[config.mk]
export PLATFORM = sky130hd
export DESIGN_NAME = polaris_bus_arbiter
export DESIGN_NICKNAME = d
export VERILOG_FILES = /design/src/rtl/polaris_bus_pkg.sv /design/src/rtl/bus_watchdog.sv /design/src/rtl/polaris_bus_arbiter.sv
export SDC_FILE = /design/constraint.sdc
export NUM_CORES = 1
export LEC_CHECK = 0
export ABC_AREA = 1
export BUFFER_PORTS_ARGS = -buffer_cell sky130_fd_sc_hd__buf_2
export CORE_AREA = 2 2 193 195
export DETAILED_ROUTE_END_ITERATION = 10
export DIE_AREA = 0 0 195 197
export PLACE_DENSITY_LB_ADDON = 0.3
export SYNTH_ARGS = -nofsm -noshare
export SYNTH_HDL_FRONTEND = slang
export SYNTH_HIERARCHICAL = 1
export SYNTH_SLANG_ARGS = --single-unit
[constraint.sdc]
create_clock -name clk_i -period 2.2 [get_ports clk_i]
set_input_delay 0.11 -clock clk_i [delete_from_list [all_inputs] [get_ports clk_i]]
set_output_delay 0.11 -clock clk_i [all_outputs]
set_load 0.01 [all_outputs]
[src/rtl/polaris_bus_pkg.sv]
// Shared types and constants for the PolarisCPU I/D bus arbiter.
package polaris_bus_pkg;

    typedef enum logic [1:0] {
        StIdle,
        StGntI,
        StGntD,
        StAbort
    } arb_state_e;

    typedef enum logic {
        PortI = 1'b0,
        PortD = 1'b1
    } port_e;

    localparam logic [1:0] SIZ_BYTE  = 2'd0;
    localparam logic [1:0] SIZ_HALF  = 2'd1;
    localparam logic [1:0] SIZ_WORD  = 2'd2;
    localparam logic [1:0] SIZ_DWORD = 2'd3;

    localparam logic [31:0] ABORT_IDAT = 32'hFFFF_FFFF;
    localparam logic [63:0] ABORT_DDAT = 64'hFFFF_FFFF_FFFF_FFFF;

endpackage

[src/rtl/bus_watchdog.sv]
// Saturating bus-cycle watchdog; expired_o flags a strobe held TIMEOUT cycles without ack.
module bus_watchdog #(
    parameter int unsigned TIMEOUT = 255
) (
    input  logic clk_i,
    input  logic reset_i,
    input  logic clear_i,
    input  logic run_i,
    output logic expired_o
);
    import polaris_bus_pkg::*;

    localparam int unsigned CW = (TIMEOUT > 0) ? $clog2(TIMEOUT + 1) : 1;
    localparam logic [CW-1:0] LIMIT = CW'(TIMEOUT);

    logic [CW-1:0] cnt_q;

    always_ff @(posedge clk_i) begin
        if (reset_i || clear_i) begin
            cnt_q <= '0;
        end else if (run_i && (cnt_q != LIMIT)) begin
            cnt_q <= cnt_q + CW'(1);
        end
    end

    // A zero limit disables the watchdog entirely.
    assign expired_o = (TIMEOUT != 0) && (cnt_q == LIMIT);

endmodule

[src/rtl/polaris_bus_arbiter.sv]
// Round-robin arbiter sharing one 64-bit bus between the CPU instruction and data ports.
module polaris_bus_arbiter
    import polaris_bus_pkg::*;
#(
    parameter int unsigned TIMEOUT = 255
) (
    input  logic        clk_i,
    input  logic        reset_i,
    input  logic [63:0] iadr_i,
    input  logic        istb_i,
    output logic        iack_o,
    output logic [31:0] idat_o,
    input  logic [63:0] dadr_i,
    input  logic        dstb_i,
    input  logic        dwe_i,
    input  logic [1:0]  dsiz_i,
    input  logic [63:0] ddat_i,
    output logic        dack_o,
    output logic [63:0] ddat_o,
    output logic [63:0] xadr_o,
    output logic        xstb_o,
    output logic        xwe_o,
    output logic [1:0]  xsiz_o,
    output logic [63:0] xdat_o,
    input  logic        xack_i,
    input  logic [63:0] xdat_i,
    output logic        berr_o
);

    arb_state_e state_q;
    port_e      last_q;
    port_e      owner_q;
    logic       in_gnt;
    logic       expired;

    assign in_gnt = (state_q == StGntI) || (state_q == StGntD);

    bus_watchdog #(
        .TIMEOUT (TIMEOUT)
    ) u_watchdog (
        .clk_i     (clk_i),
        .reset_i   (reset_i),
        .clear_i   (state_q == StIdle),
        .run_i     (in_gnt && !xack_i),
        .expired_o (expired)
    );

    always_ff @(posedge clk_i) begin
        if (reset_i) begin
            state_q <= StIdle;
            last_q  <= PortD;
            owner_q <= PortI;
            xadr_o  <= '0;
            xstb_o  <= 1'b0;
            xwe_o   <= 1'b0;
            xsiz_o  <= SIZ_BYTE;
            xdat_o  <= '0;
            berr_o  <= 1'b0;
        end else begin
            unique case (state_q)
                StIdle: begin
                    berr_o <= 1'b0;
                    // On a tie the port that did not go last wins.
                    if (istb_i && (!dstb_i || (last_q == PortD))) begin
                        state_q <= StGntI;
                        owner_q <= PortI;
                        xadr_o  <= iadr_i;
                        xstb_o  <= 1'b1;
                        xwe_o   <= 1'b0;
                        xsiz_o  <= SIZ_WORD;
                        xdat_o  <= '0;
                    end else if (dstb_i) begin
                        state_q <= StGntD;
                        owner_q <= PortD;
                        xadr_o  <= dadr_i;
                        xstb_o  <= 1'b1;
                        xwe_o   <= dwe_i;
                        xsiz_o  <= dsiz_i;
                        xdat_o  <= ddat_i;
                    end
                end
                StGntI, StGntD: begin
                    // A same-cycle ack beats the watchdog.
                    if (xack_i) begin
                        xstb_o  <= 1'b0;
                        last_q  <= owner_q;
                        state_q <= StIdle;
                    end else if (expired) begin
                        xstb_o  <= 1'b0;
                        berr_o  <= 1'b1;
                        state_q <= StAbort;
                    end
                end
                StAbort: begin
                    berr_o  <= 1'b0;
                    last_q  <= owner_q;
                    state_q <= StIdle;
                end
                default: state_q <= StIdle;
            endcase
        end
    end

    assign iack_o = ((state_q == StGntI) && xack_i) ||
                    ((state_q == StAbort) && (owner_q == PortI));
    assign dack_o = ((state_q == StGntD) && xack_i) ||
                    ((state_q == StAbort) && (owner_q == PortD));
    assign idat_o = (state_q == StAbort) ? ABORT_IDAT : xdat_i[31:0];
    assign ddat_o = (state_q == StAbort) ? ABORT_DDAT : xdat_i;

endmodule

### After elaboration in Yosys (flattened, before gate mapping)

Index checks and enable logic that the tools add are counted.

| cells by class | value |
|---|---|
| add/sub/neg operators | 1 |
| eq/ne operators | 10 |
| mux-type cells | 26 |
| bitwise gates (word level) | 1 |
| reduce and logical (&&, ||, !) cells | 25 |

Operators with widths:

| operator | count |
|---|---|
| 64-bit two-way mux | 5 |
| 32-bit two-way mux | 1 |
| 2-bit two-way mux | 6 |
| 1-bit two-way mux | 10 |
| 8-bit by 1-bit adder with 8-bit output (second input constant) | 1 |
| 8-bit == test (second input constant) | 1 |
| 8-bit inequality test (second input constant) | 1 |
| 2-bit AND reduction | 4 |
| 1-bit logical AND | 7 |
| 2-bit inequality test (second input constant) | 3 |
| 3-bit inequality test (second input constant) | 2 |
| 1-bit one-hot mux with 2 select lines | 3 |
| 2-bit one-hot mux with 3 select lines | 1 |
| 2-bit nonzero test | 3 |
| 1-bit logical OR | 5 |
| 2-bit == test (second input constant) | 2 |
| 2-bit OR reduction | 2 |
| 3-bit AND reduction | 1 |
| 2-bit by 1-bit == test with 1-bit output (second input constant) | 1 |
| 1-bit logical NOT | 2 |
| 2-bit logical NOT | 1 |
| 1-bit NOT | 1 |

| word-level totals | value |
|---|---|
| bits in registers | 145 |
| output and inout bits | 231 |
| word-level logic and storage cells | 73 |

### Longest topological paths before layout

| depth | value |
|---|---|
| depth in word-level cells | 5 |
| depth in mapped cells | 12 |
| mapped depth without buffers | 11 |

### By module

Netlist, hierarchy kept.

By module, submodules not included:

| module | times used | cells each | area an instance (µm²) | seq. area each (µm²) |
|---|---|---|---|---|
| polaris_bus_arbiter | 1 | 997 | 6571.3 | 2742.6 |
| bus_watchdog | 1 | 72 | 456.7 | 160.2 |

### Worst setup path after synthesis

Ideal clock, no wire load.

| path | value |
|---|---|
| path type | register to register |
| from | reg state_q[0] |
| to | reg u_watchdog.cnt_q[5] |
| arrival | 1.525 ns |
| data required time | 2.085 ns |
| slack | 0.560 ns |
| stages on the path, launching flop included | 13 |
| cells stage by stage | dfxtp_1 > inv_1 > ha_1 > inv_1 > nor2_1 > buf_4 > nand2_1 > inv_1 > nand2_1 > nor2_1 > nand3_1 > nand2_1 > nor2_1 |

| between the ends | value |
|---|---|
| longest elaborated chain between the ends | 4 |
| elaborated cells between the ends (all ways) | 7 |
| those cells by class | eq/ne (2); reduce/logical (5) |

RTL lines:

| what | line | text |
|---|---|---|
| start, declared | polaris_bus_arbiter.sv:30 | `arb_state_e state_q;` |
| start signal, assigned | polaris_bus_arbiter.sv:50 | `state_q <= StIdle;` |
| start signal, assigned | polaris_bus_arbiter.sv:65 | `state_q <= StGntI;` |
| start signal, assigned | polaris_bus_arbiter.sv:73 | `state_q <= StGntD;` |
| 2-bit by 1-bit == test with 1-bit output / 2-bit == test (equally long branches) | polaris_bus_arbiter.sv:36 | `assign in_gnt = (state_q == StGntI) \|\| (state_q == StGntD);` |
| 1-bit logical OR | polaris_bus_arbiter.sv:36 |  |
| 1-bit logical AND | polaris_bus_arbiter.sv:44 | `.run_i (in_gnt && !xack_i),` |
| 1-bit logical AND | bus_watchdog.sv:21 | `end else if (run_i && (cnt_q != LIMIT)) begin` |
| end signal, assigned | bus_watchdog.sv:22 | `cnt_q <= cnt_q + CW'(1);` |
| end, declared | bus_watchdog.sv:16 | `logic [CW-1:0] cnt_q;` |

Parallel ways exist; a longest one is shown, timed or not.
A chain may end at the register's enable or synchronous reset.

### Final worst setup path

| path | value |
|---|---|
| from | reg state_q[0] |
| to | reg xadr_o[58] |

| between the ends | value |
|---|---|
| longest elaborated chain between the ends | 2 |

RTL lines:

| what | line | text |
|---|---|---|
| 2-bit logical NOT | polaris_bus_arbiter.sv:60 | `unique case (state_q)` |
| 2-bit AND reduction (no source line) | n/a |  |
| end signal, assigned | polaris_bus_arbiter.sv:67 | `xadr_o <= iadr_i;` |
| end signal, assigned | polaris_bus_arbiter.sv:75 | `xadr_o <= dadr_i;` |
| end, declared | polaris_bus_arbiter.sv:20 | `output logic [63:0] xadr_o,` |

Every way passes these cells.

==> impl_metrics.env <==
export IMPL_synth_top_family_by_area="simple AND/OR/NAND/NOR gates"
export IMPL_finalPower_mw=10.4
export IMPL_nNetsFinal=1956
export IMPL_crit_type="flip-flop to flip-flop"
export IMPL_place_congestion=0.878
export IMPL_end_kind="flip-flop"
export IMPL_synth_area_sq_um=7030
export IMPL_diodes=0
export IMPL_postLayoutCoreUtil=0.335
export IMPL_die_w_microns=195
export IMPL_ios=495
export IMPL_via_per_inst=4.12
export IMPL_cts_setup_buffers=0
export IMPL_antenna_found_initial=5
export IMPL_grt_setup_unrepaired="no"
export IMPL_slew_violations=0
export IMPL_grt_pass1_wl_microns=49000
export IMPL_crit_arrival_ns=2.35
export IMPL_wirelength_microns=33000
export IMPL_nFillCells=3941
export IMPL_vdd_drop_max_mv=0.532
export IMPL_dr_pass1_iters=7
export IMPL_synthMuxAreaShare=0
export IMPL_portBuffers=494
export IMPL_overflow=0
export IMPL_total_leakage_power_nw=6.52
export IMPL_drv_cap=0
export IMPL_root_buffer="clkbuf_16"
export IMPL_yosysWarnings=6
export IMPL_cts_max_level=4
export IMPL_synth_cells=1069
export IMPL_finalHoldViolCount=0
export IMPL_p_per_area_nw_per_um2=852
export IMPL_num_rows=70
export IMPL_grt_start_max_net_pins=86
export IMPL_status="completed"
export IMPL_die_h_microns=197
export IMPL_clock_latency_ns=0.45
export IMPL_setup_tns_ns=0
export IMPL_max_slew_margin_rel=0.672
export IMPL_dp_hpwl_microns=24200
export IMPL_fin_skew_ns=0.0243
export IMPL_synth_compound_area_frac=0.0641
export IMPL_cts_tree="built"
export IMPL_worst_pin_slew_ns=0.492
export IMPL_max_freq_mhz=495
export IMPL_cts_sinks=145
export IMPL_layout_drive_gt1_share=0.363
export IMPL_synthesis_nets=1339
export IMPL_post_synth_cell_area_avg_sq_um=6.57
export IMPL_required_ns=2.53
export IMPL_drt_initial_drc_count=318
export IMPL_synth_simple_area_share=0.385
export IMPL_die_area_sq_um=38400
export IMPL_crit_fanout=13
export IMPL_synth_adder_area_share=0.0107
export IMPL_fin_crit_ns=2.02
export IMPL_ys_seq_area_frac=0.413
export IMPL_path_clk_slew_ns=0.08
export IMPL_cp_start_kind="flip-flop"
export IMPL_final_setup_viol_count=0
export IMPL_synth_cell_types=25
export IMPL_ys_ff_latch=145
export IMPL_gr_usage_all_layers=0.167
export IMPL_start_util=0.194
export IMPL_core_sq_um=36300
export IMPL_vias=8918
export IMPL_clk_path_buf_depth=2
export IMPL_min_path_type="input port to flip-flop"
export IMPL_route_detailed_drc=0
export IMPL_wl_per_cell_microns=15.2
export IMPL_synthXorXnorAreaFrac=0
export IMPL_grt_pass1_vias=8833
export IMPL_cts_buffers=17
export IMPL_area_growth_pct=73.0
export IMPL_detail_route_antenna_nets=0
export IMPL_fin_crit_sh=0.918
==> timing repair <==
| action | 4_1_cts | 5_1_grt |
|---|---|---|
| setup endpoints to repair | 0 | 2 |
| endpoints found under the hold margin | 130 | 0 |
| gates resized for setup | 0 | 2 |
| hold buffers | 183 | 0 |
==> layout by cell type (no fill, tap or decap), types with 3 or more instances in the layout <==
master and instances:
nand2_1 356, a21oi_1 79, nand3_1 69, nor3_1 3
inv_6 3, ha_1 5, buf_2 493, inv_1 83
buf_12 9, dfxtp_1 145, dlygate4sd3_1 183, clkbuf_16 17
or2_2 64, clkinvlp_4 5, nor2_1 149, o21ai_0 4
buf_4 10
==> routing by layer <==
metal | global-route usage | part of all wire
met3 | 0.0412 | 0.059
met5 | 0 | 0.0010
met4 | 0.0944 | 0.049
met2 | 0.309 | 0.51
met1 | 0.173 | 0.38
==> power breakdown <==
| group | internal, mW | switching [mW] |
|---|---|---|
| Combinational | 1.73 | 2.44 |
| Clock | 1.49 | 1.28 |
| Sequential | 3.15 | 0.270 |
==> final timing paths <==
kind / startpoint / to / slack, ns / cells after the start
hold reg to reg: xdat_o[28] / xdat_o[28] / 0.46 / 2
setup reg to reg: state_q[0] / xadr_o[58] / 0.18 / 8
hold / removal: dadr_i[17] / xadr_o[17] / 0.03 / 5
setup / recovery: state_q[0] / xadr_o[58] / 0.18 / 8
==> cell families (layout without fill, tap and decap cells) <==
kind of cell | after synthesis | in the layout
buffers and inverters | 183 | 812
DFF | 145 | 145
adders and majority gates | 6 | 6
AOI/OAI and AO/OA | 87 | 87
and+or+nand+nor | 648 | 648
==> synthesized netlist by cell type <==
cell type / number / area, sq um
buf_2: 34 / 170
inv_1: 83 / 312
buf_6: 4 / 45.0
o21ai_1: 1 / 5.00
a22o_1: 1 / 8.76
buf_4: 35 / 263
nand3b_2: 1 / 11.3
nor2_1: 149 / 559
dfxtp_1: 145 / 2900
o21ai_4: 1 / 16.3
a21oi_1: 79 / 395
nor3_1: 3 / 15.0
clkbuf_1: 24 / 90.1
nand2_2: 1 / 6.26
nor2_2: 1 / 6.26
nand2_1: 357 / 1340
o21ai_0: 5 / 25.0
nand4_1: 1 / 6.26
nand3b_1: 1 / 7.51
buf_1: 1 / 3.75
nand3_1: 69 / 345
ha_1: 6 / 75.1
nor2_4: 1 / 11.3
or2_2: 64 / 400
inv_2: 2 / 7.51
==> state kept, by name, indices dropped and copies added, names as in the netlist, 2 cells and up <==
register,cells
xsiz_o,2
u_watchdog/cnt_q,8
state_q,2
xadr_o,64
xdat_o,64
==> worst max-delay path, stage by stage, from the launching register on <==
cell,delay [ns]
dfxtp_1,0.36
inv_1,0.10
ha_1,0.33
o21ai_4,0.16
inv_4,0.19
nand3_1,0.10
dlygate4sd3_1,0.56
nand2_1,0.07
inv_1,0.03
==> area by class of cell <==
cell class | instances | area (sq um) | area share
well taps | 468 | 586 | 0.0482
clock buffers | 18 | 439 | 0.0361
flip-flops and latches | 145 | 2900 | 0.239
repair buffers | 696 | 4570 | 0.375
multi-input cells | 741 | 3240 | 0.266
inverters | 85 | 322 | 0.0264
clock inverters | 13 | 105 | 0.00864
==> stage by stage <==
step	setup WS, ns	instances	cell area (sq um)	hold slack [ns]
2_1_floorplan	0.560	1069	7030	0.231
3_3_place_gp	0.317	1952	9780	0.359
3_5_place_dp	0.278	1952	9780	0.366
4_1_cts	0.0817	2166	12200	0.000544
5_1_grt	0.00766	2166	12200	0.0262
6_report	0.181	2166	12200	0.0273
No activity file was read; power rests on OpenSTA's default activity.
